$ cat config.mk
export PLATFORM = sky130hd
export DESIGN_NAME = octave_sequencer
export DESIGN_NICKNAME = d
export VERILOG_FILES = /design/src/rtl/octave_sequencer.sv
export SDC_FILE = /design/constraint.sdc
export NUM_CORES = 1
export LEC_CHECK = 0
export CORE_MARGIN = 1
export CORE_UTILIZATION = 40
export DETAILED_ROUTE_END_ITERATION = 8
export GPL_ROUTABILITY_DRIVEN = 0
export HOLD_SLACK_MARGIN = 0.08
export MAX_ROUTING_LAYER = met4
export PLACE_DENSITY = 0.69
export SLEW_MARGIN = 15
export SYNTH_ARGS = -nofsm -noshare
export SYNTH_HDL_FRONTEND = slang
export SYNTH_SLANG_ARGS = --single-unit
$ cat constraint.sdc
create_clock -name clock -period 2.45 [get_ports clock]
set_input_delay 0.49 -clock clock [delete_from_list [all_inputs] [get_ports clock]]
set_output_delay 0.49 -clock clock [all_outputs]
set_load 0.005 [all_outputs]
$ cat src/rtl/octave_sequencer.sv
// Frame sequencer for the octave pyramid datapath: it forwards one frame of source pixels,
// then emits blanking rows to drain the Gaussian/difference pipeline, then pulses frame_done.
module octave_sequencer #(
  parameter int WIDTH      = 420,
  parameter int HEIGHT     = 240,
  parameter int FLUSH_ROWS = 16,
  parameter int DATA_W     = 8
) (
  input  logic              clock,
  input  logic              reset,
  input  logic              start,
  input  logic              abort,
  input  logic [DATA_W-1:0] src_data,
  input  logic              src_valid,
  output logic              src_ready,
  output logic [DATA_W-1:0] oct_din,
  output logic              oct_validin,
  output logic              oct_blanking,
  output logic              busy,
  output logic              frame_done,
  output logic [8:0]        row,
  output logic [8:0]        col
);

  // WIDTH, HEIGHT and FLUSH_ROWS must each be 1..512 so that indices fit the 9-bit counters.
  localparam logic [8:0] COL_LAST       = 9'(WIDTH - 1);
  localparam logic [8:0] ROW_LAST_FEED  = 9'(HEIGHT - 1);
  localparam logic [8:0] ROW_LAST_FLUSH = 9'(FLUSH_ROWS - 1);

  typedef enum logic [1:0] {
    S_IDLE,
    S_FEED,
    S_FLUSH,
    S_DONE
  } state_t;

  state_t state;
  logic   accept;

  assign src_ready = (state == S_FEED);
  assign accept    = src_valid & src_ready;

  // Stage p0 -> outputs: every beat is registered, so oct_* trails acceptance by one cycle.
  always_ff @(posedge clock) begin
    if (reset) begin
      state        <= S_IDLE;
      oct_din      <= '0;
      oct_validin  <= 1'b0;
      oct_blanking <= 1'b0;
      busy         <= 1'b0;
      frame_done   <= 1'b0;
      row          <= '0;
      col          <= '0;
    end else begin
      case (state)
        S_IDLE: begin
          oct_validin  <= 1'b0;
          oct_blanking <= 1'b0;
          frame_done   <= 1'b0;
          if (start) begin
            state <= S_FEED;
            busy  <= 1'b1;
            row   <= '0;
            col   <= '0;
          end
        end

        S_FEED: begin
          oct_validin  <= accept;
          oct_blanking <= 1'b0;
          if (accept) begin
            oct_din <= src_data;
          end
          // An abort still lets a beat accepted in the same cycle through.
          if (abort) begin
            state <= S_FLUSH;
            row   <= '0;
            col   <= '0;
          end else if (accept) begin
            if (col == COL_LAST) begin
              col <= '0;
              if (row == ROW_LAST_FEED) begin
                state <= S_FLUSH;
                row   <= '0;
              end else begin
                row <= row + 9'd1;
              end
            end else begin
              col <= col + 9'd1;
            end
          end
        end

        S_FLUSH: begin
          oct_validin  <= 1'b1;
          oct_blanking <= 1'b1;
          oct_din      <= '0;
          if (col == COL_LAST) begin
            col <= '0;
            if (row == ROW_LAST_FLUSH) begin
              state <= S_DONE;
              busy  <= 1'b0;
              row   <= '0;
            end else begin
              row <= row + 9'd1;
            end
          end else begin
            col <= col + 9'd1;
          end
        end

        S_DONE: begin
          oct_validin  <= 1'b0;
          oct_blanking <= 1'b0;
          frame_done   <= 1'b1;
          state        <= S_IDLE;
        end

        default: begin
          state <= S_IDLE;
        end
      endcase
    end
  end

endmodule

## After elaboration in Yosys (flattened, before gate mapping)

Index checks and enable logic that the tools add are counted.

| operators by class | value |
|---|---|
| add/sub/neg operators | 2 |
| eq/ne operators | 13 |
| multiplexer cells | 29 |
| bitwise operators | 1 |
| reduce and logical (&&, ||, !) cells | 12 |

Operators by type and width:

| operator | count |
|---|---|
| $mux W9 | 10 |
| $pmux W9 S3 | 2 |
| $add A9 B1 Y9 const B | 2 |
| $pmux W8 S2 | 1 |
| $mux W2 | 7 |
| $eq A9 B4 Y1 const B | 1 |
| $eq A9 B8 Y1 const B | 1 |
| $eq A9 B9 Y1 const B | 1 |
| $ne A3 B2 Y1 const B | 3 |
| $mux W8 | 1 |
| $pmux W2 S4 | 1 |
| $ne A2 B2 Y1 const B | 3 |
| $pmux W1 S2 | 3 |
| $reduce_and A6 Y1 | 1 |
| $reduce_bool A2 Y1 | 3 |
| $reduce_and A5 Y1 | 1 |
| $eq A2 B2 Y1 const B | 2 |
| $reduce_and A4 Y1 | 1 |
| $mux W1 | 3 |
| $pmux W1 S3 | 1 |
| $reduce_and A3 Y1 | 1 |
| $reduce_bool A3 Y1 | 1 |
| $reduce_or A3 Y1 | 1 |
| $eq A2 B1 Y1 const B | 1 |
| other kinds (5) | 5 |

| storage, ports and cells | value |
|---|---|
| bits in registers | 32 |
| input port bits | 13 |
| output and inout port bits | 31 |
| logic and storage cells | 65 |

## Depth between registers and ports, before layout

Gate-level depths: netlist of the first run.

| depth | value |
|---|---|
| depth after elaboration | 6 |
| depth in mapped cells | 9 |
| mapped depth without buffers | 7 |

## Worst setup path after synthesis of the first run

OpenSTA, ideal clock, no wires.

| timing path | value |
|---|---|
| path kind | reg2reg |
| from | register state[1] |
| to | register row[6] |
| setup time | 87 ps |
| arrival | 1918 ps |
| required time | 2363 ps |
| slack | 445 ps |
| cell stages (with the launch flop) | 8 |
| buffers on the path | 0 |
| period minus slack after synthesis | 2005 ps |
| cells stage by stage | dfxtp_1 inv_1 ha_1 nor3b_1 nor3_4 o211ai_4 or4_1 o31ai_1 |

| between the ends | value |
|---|---|
| cells in the longest elaborated chain, start to end | 4 |

Ends and longest elaborated chain:

| element | line | source |
|---|---|---|
| start: declaration | 37 | `state_t state;` |
| start signal: assignment | 46 | `state <= S_IDLE;` |
| start signal: assignment | 61 | `state <= S_FEED;` |
| start signal: assignment | 76 | `state <= S_FLUSH;` |
| $eq A2 B1 Y1 (*) | 40 | `assign src_ready = (state == S_FEED);` |
| via src_ready | 15 | `output logic src_ready,` |
| $and A1 B1 Y1 | 41 | `assign accept = src_valid & src_ready;` |
| $ne A3 B2 Y1 (no line) | -- |  |
| $reduce_and A5 Y1 (no line) | -- |  |
| end signal: assignment | 86 | `row <= row + 9'd1;` |
| end signal: assignment | 105 | `row <= row + 9'd1;` |
| end: declaration | 21 | `output logic [8:0] row,` |

The timed path passes the listed nets; every way through them passes the cells marked *.
A chain may end at the register's enable or synchronous reset.

## Final worst setup path of the first run

| timing path | value |
|---|---|
| from | register state[1] |
| to | register row[4] |

| between the ends | value |
|---|---|
| cells in the longest elaborated chain, start to end | 4 |

Ends and longest elaborated chain:

| element | line |
|---|---|
| $eq A2 B1 Y1 | 40, 55 |
| $and A1 B1 Y1 | 41 |
| $ne A3 B2 Y1 (no line) | -- |
| $reduce_and A5 Y1 (no line) | -- |

Several ways; a longest one is shown, not always the timed one.

==> summary.md, run 1 <==
| Metric | Value |
|---|---|
| Outcome | finished clean |
| Final Hold Vio Count | 0 |
| CTS HTree Levels | 2 |
| Largest net degree at the start of global routing | 19 |
| Launching point of the worst reg2reg path | state[1] |
| Vias in the first global route | 1428 |
| Ys Warns | 0 |
| Worst hold stages | 2 |
| IO Port Bufs | 43 |
| Arr. time, crit path | approximately 2.4 ns |
| ANT nets after route | 0 |
| Mapped Avg Cell Area | about 8.9 um^2 |
| RR Endpoint | row[4] |
| Clock slew at reported path FFs | ~0.07 ns |
| Kind of critical path | register to register |
| Seq/Total Area, Yosys | 40.4% |
| Worst hold start | frame_done |
| CTS Sinks | 32 |
| Library cells used by synthesis | 40 |
| CTS Buf Count | 5 |
| Async set-reset flop share out of synthesis | 0% |
| Post-DP Area | about 2100 um^2 |
| Die width | approximately 65 um |
| VDD IR max | 0.529 mV |
| Multi-input gate area | about 890 um^2 |
| FF+latch count, synth | 32 |
| Setup Fix Bufs, Post-CTS | 0 |
| Max Clk Rate | 0.448 GHz |
| Required time worst endpoint | between 2 and 3 ns |
| Most common library cells after synthesis | dfxtp_1, nor2_1, a21oi_1 |
| Diodes inserted | 0 |
| Post-CTS Resized | 0 |
| Reg2reg setup slack | ~0.22 ns |
| Ys flop type | dfxtp_1 |
| Area leader, netlist | dfxtp_1 |
| Initial core utilization | 42.6% |
| Hold buffer count at cts | 0 |
| Max Cap Viol | 0 |
| Layout area overhead | 38.6% |
| Cell Pwr Density | between 800 and 900 nW/um^2 |
| Total Routing Usage GR | 20.1% |
| Vias per cell | between 5 and 6 |
| CTS root buffer | clkbuf_8 |
| Number of iterations in the first detailed-routing pass | 4 |
| Unrepaired setup endpoints after global routing | no |
| Post-layout min period | roughly 2.2 ns |
| Initial DRC count | between 100 and 150 |
| Final period util | 91.2% |
| # IOs | 44 |
| Post-synth EDFFs | 0 |
| Gr ovfl total | 0 |
| Finished Cell Area | around 2200 um^2 |
| Final Max Slew Viols | 0 |
| Share of layout cells above drive strength 1 | slightly below 9% |
| Critical path startpoint category | register |
| Die area | approximately 4200 um^2 |
| Hold Crit Class | register to register |
| Post-synth top area share | 40.4% |
| Count leader, synth | dfxtp_1 |
| Mapped Cells | around 180 |
| Filler cell count | 334 |
| Hold Crit Endpoint | frame_done |
| # rows | 22 |
| Reg2Reg Depth | 7 |
| WL/cell | around 14 um |
| Synth top area cells | dfxtp_1, ha_1, nor2_1, a21oi_1, a22oi_1 |
| Setup violations, final | 0 |
| Syn nets | 198 |
| Deepest clock path buffer count | 2 |
| Final setup TNS | 0 ns |
| Final wirelength | 3.78 mm |
| First-pass GRT wire length | between 6 and 7 mm |
| Setup Skew | around 0.0090 ns |
| Worst hold margin | between 0.5 and 0.6 ns |
| Nets | approximately 250 |
| DR DRC count | 0 |
| Vias | roughly 1500 |
| Crit end category | register |
| CP max FO | 9 |
| Worst-margin pin slew | 0.535 ns |
| DIE HEIGHT | ~65 um |
| Post-Syn Area | ~1600 um^2 |
| Initial antenna violation count | 0 |
| Leak | roughly 0.00079 uW |
| Core ar. | 3720 um^2 |
| Worst skew pair latency | just under 0.3 ns |
| Max-slew headroom | approximately 64% |
| HPWL after detailed placement | 2.86 mm |
| Storage cell area | roughly 640 um^2 |
| CTS tree | built |
==> critical path: stages (launching register included) <==
cell      delay (ns)
dfxtp_1         0.41
inv_1           0.11
ha_1            0.21
nor3b_1         0.18
nor3_4          0.43
o211ai_4        0.20
or4_1           0.52
o31ai_1         0.08
==> metrics by stage <==
stage	worst slack (ns)	power, uW	std cells	util [%]
6_report	0.216	1880	275	59.1
5_1_grt	0.0792	2020	275	59.1
4_1_cts	0.219	1900	275	59.1
3_5_place_dp	-0.00438	1400	267	56.2
3_3_place_gp	0.115	1370	267	56.2
2_1_floorplan	0.445	1120	177	-
==> flip-flops by register name (all words and copies together) (netlist names) <==
name,count
oct_validin,1
frame_done,1
oct_blanking,1
col,9
oct_din,8
busy,1
row,9
state,2
==> metal layers <==
layer  GRT usage [%]  up-vias  routed length (um)
met4            7.50        0                  44
met1            23.2      699                1680
li1                -      731                   -
met3            5.63        4                 185
met2            32.9       51                1860
met5               -        -                   0
==> how the worst max path moves through the flow <==
stage | from | end | slack (ns) | depth (start not counted)
6_report | state[1] | row[4] | 0.22 | 7
5_1_grt | state[1] | row[4] | 0.08 | 7
4_1_cts | state[1] | row[4] | 0.22 | 7
3_5_place_dp | abort | row[4] | -0.004 | 6
3_3_place_gp | abort | row[4] | 0.12 | 6
2_1_floorplan | state[1] | row[6] | 0.45 | 7
==> logic make-up after synthesis <==
| group | synth area share, % |
|---|---|
| and+or+nand+nor | 27.1 |
| AOI/OAI and AO/OA | 16.2 |
| DFF | 40.4 |
| buffers and inverters | 3.63 |
| xor gates and xnor gates | 4.42 |
| adders and majority gates | 6.32 |
| muxes | 1.90 |
==> cell type report <==
class | count | area share [%]
sequential | 32 | 29.2
clock buffer | 6 | 3.30
inverter | 9 | 1.54
multi-input combinational | 130 | 40.3
timing repair buffer | 48 | 21.3
clock inverter | 2 | 1.60
tap | 48 | 2.74
==> layout by cell type, fill, tap and decap left out, types with 4 or more instances in the layout <==
cell,synthesis,routed
a21oi_1,12,12
a22oi_1,8,8
buf_4,0,5
clkbuf_8,0,5
clkdlybuf4s50_1,0,43
dfxtp_1,32,32
ha_1,8,8
inv_1,9,9
nand2_1,8,8
nand2b_1,4,4
nand3_1,8,8
nand4_1,4,4
nor2_1,21,21
or2_2,4,4
or3_1,5,5
or4_1,4,4
xor2_1,6,6
==> report_power, final <==
group	total, uW	internal (uW)	switching, uW
Combinational	750	342	409
Clock	495	302	194
Sequential	636	587	49.5
No activity file was read; power rests on OpenSTA's default activity.
==> inputs of run 2 (changes only) <==
Settings changed: CORE_UTILIZATION 40 to 47, PLACE_DENSITY 0.69 to 0.79.
==> run 2 against run 1 <==
Cell count down 1.5%. Count of clock-buffer cells in the layout unchanged. First-iteration DRC count fell by 7.0%. Critical path type unchanged.
==> summary.md, run 2 (synthesis results as in run 1) <==
| Metric | Value |
|---|---|
| Outcome | finished clean |
| Post-Route Utilization | 69.0% (+9.9 points) |
| Max Clk Rate | 0.468 GHz (+4.6%) |
| Final Hold Vio Count | 0 (unchanged) |
| Post-DP Area | 2080 um^2 (-0.24%) |
| # rows | 20 (-9.1%) |
| Largest net degree at the start of global routing | 20 (+1) |
| HPWL after detailed placement | 2.69 mm (-5.8%) |
| CP max FO | 9 (unchanged) |
| Worst-margin pin slew | 0.635 ns (+0.0994 ns) |
| Met2 WL post-DR | 1.71 mm (-8.5%) |
| Met3 wire length | 145 um (-22%) |
| Die area | 3610 um^2 (-14%) |
| Crit end category | register |
| Hold Crit Class | register to register |
| Clock slew at reported path FFs | 0.09 ns (+0.02 ns) |
| Arr. time, crit path | 2.37 ns (-0.06 ns) |
| Setup Fix Bufs, Post-CTS | 0 (unchanged) |
| Die width | 60.1 um (-7.5%) |
| Reg2Reg Depth | 7 (unchanged) |
| Initial antenna violation count | 0 (unchanged) |
| Worst hold start | frame_done |
| Core ar. | 3130 um^2 (-16%) |
| Met1 Routed Length | 1.69 mm (+0.42%) |
| Nets | 247 (unchanged) |
| Initial DRC count | 107 (-7.0%) |
| Final Max Slew Viols | 0 (unchanged) |
| Crit path cell chain | inv_1, ha_1, nor3b_1, nor3_4, o211ai_4, or4_1, o31ai_1 |
| Fin cells | 271 (-1.5%) |
| CTS Buf Count | 5 (unchanged) |
| Max-slew headroom | 57.6% (-6.6 points) |
| Filler cell count | 263 (-21%) |
| CTS HTree Levels | 2 (unchanged) |
| CTS Sinks | 32 (unchanged) |
| VDD IR max | 0.592 mV (+12%) |
| Kind of critical path | register to register |
| Number of iterations in the first detailed-routing pass | 4 (unchanged) |
| Gr ovfl total | 0 (unchanged) |
| Launching point of the worst reg2reg path | state[1] |
| # IOs | 44 (unchanged) |
| DR DRC count | 0 (unchanged) |
| Cell Pwr Density | 811 nW/um^2 (-5.3%) |
| Initial core utilization | 50.6% (+8.0 points) |
| Biggest regs | col x9, row x9, oct_din x8 |
| Critical path startpoint category | register |
| Post-CTS Resized | 0 (unchanged) |
| Worst stage delay on the critical path | 0.50 ns (-0.02 ns) |
| Final wirelength | 3.60 mm (-4.7%) |
| Critical Path Source | state[1] |
| Layout area overhead | 36.3% |
| Vias in the first global route | 1375 (-3.7%) |
| Worst skew pair latency | 0.34 ns (+0.05 ns) |
| Setup violations, final | 0 (unchanged) |
| Leak | 0.000776 uW (-1.6%) |
| Unrepaired setup endpoints after global routing | no |
| Required time worst endpoint | 2.69 ns (+0.04 ns) |
| Worst hold stages | 2 (unchanged) |
| Final period util | 87.2% (-4.0 points) |
| Final setup TNS | 0 ns (unchanged) |
| Most common library cell in the layout ignoring fill and taps | clkdlybuf4s50_1 |
| ANT nets after route | 0 (unchanged) |
| Post-layout min period | 2.14 ns (-0.0982 ns) |
| Highest routed metal layer | met4 |
| WL/cell | 13.3 um (-3.3%) |
| Most frequent cells in the layout | clkdlybuf4s50_1, dfxtp_1, nor2_1 |
| Diodes inserted | 0 (unchanged) |
| Reg2reg setup slack | 0.31 ns (+0.10 ns) |
| Finished Cell Area | 2160 um^2 (-1.7%) |
| CTS root buffer | clkbuf_4 |
| Hold buffer count at cts | 0 (unchanged) |
| IO Port Bufs | 43 (unchanged) |
| DIE HEIGHT | 60.1 um (-7.5%) |
| Setup Skew | 0.0115 ns (+0.00249 ns) |
| Placed instance count | 263 (-1.5%) |
| Vias | 1425 (-4.0%) |
| Hold Crit Endpoint | frame_done |
| Total Routing Usage GR | 22.8% (+2.7 points) |
| Deepest clock path buffer count | 2 (unchanged) |
| Worst hold margin | 0.509 ns (-0.000202 ns) |
| Share of layout cells above drive strength 1 | 8.81% (unchanged) |
| CP max stage cell | or4_1 |
| Vias per cell | 5.26 (-2.6%) |
| CTS tree | built |
| First-pass GRT wire length | 5.95 mm (-6.8%) |
| RR Endpoint | row[6] |
| Max Cap Viol | 0 (unchanged) |
run 2: changes by cell type in the layout (fill, tap and decap cells not counted):
cell,change
clkbuf_4,+5
clkbuf_8,-5
run 2: critical path, delay by kind of cell (launching register included):
family	cells	cell delay, ns
AOI/OAI and AO/OA	2	0.28
adders and majority gates	1	0.20
buffers and inverters	1	0.10
DFF	1	0.40
and+or+nand+nor	3	1.07
run 2: layout make-up:
| type | count | area (um^2) | area share (%) |
|---|---|---|---|
| multi-input combinational | 130 | 886 | 41.0 |
| sequential | 32 | 641 | 29.7 |
| timing repair buffer | 48 | 468 | 21.7 |
| tap | 44 | 55.1 | 2.55 |
| clock buffer | 6 | 41.3 | 1.91 |
| clock inverter | 2 | 35.0 | 1.62 |
| inverter | 9 | 33.8 | 1.56 |
run 2: routing by layer:
layer	vias up	global-route usage, %
met2	31	35.4
li1	739	-
met5	-	-
met4	0	8.97
met1	649	27.3
met3	6	7.14
run 2: worst max path at each step:
stage | endpoint | slack [ns] | cells after the start
final | row[6] | 0.31 | 7
after global routing | row[6] | 0.11 | 7
after CTS | row[6] | 0.28 | 7
after floorplan | row[6] | 0.45 | 7
after detailed placement | row[4] | 0.05 | 6
after global placement | row[4] | 0.12 | 6
run 2: where the power goes:
group / switching (uW) / internal [uW]
Combinational: 394 / 341
Sequential: 46.1 / 586
Clock: 172 / 214
run 2: through the flow:
step           setup slack (ns)  power [uW]
3_3_place_gp              0.121        1360
2_1_floorplan             0.445        1120
5_1_grt                   0.112        1880
6_report                  0.315        1750
4_1_cts                   0.280        1760
3_5_place_dp             0.0502        1380
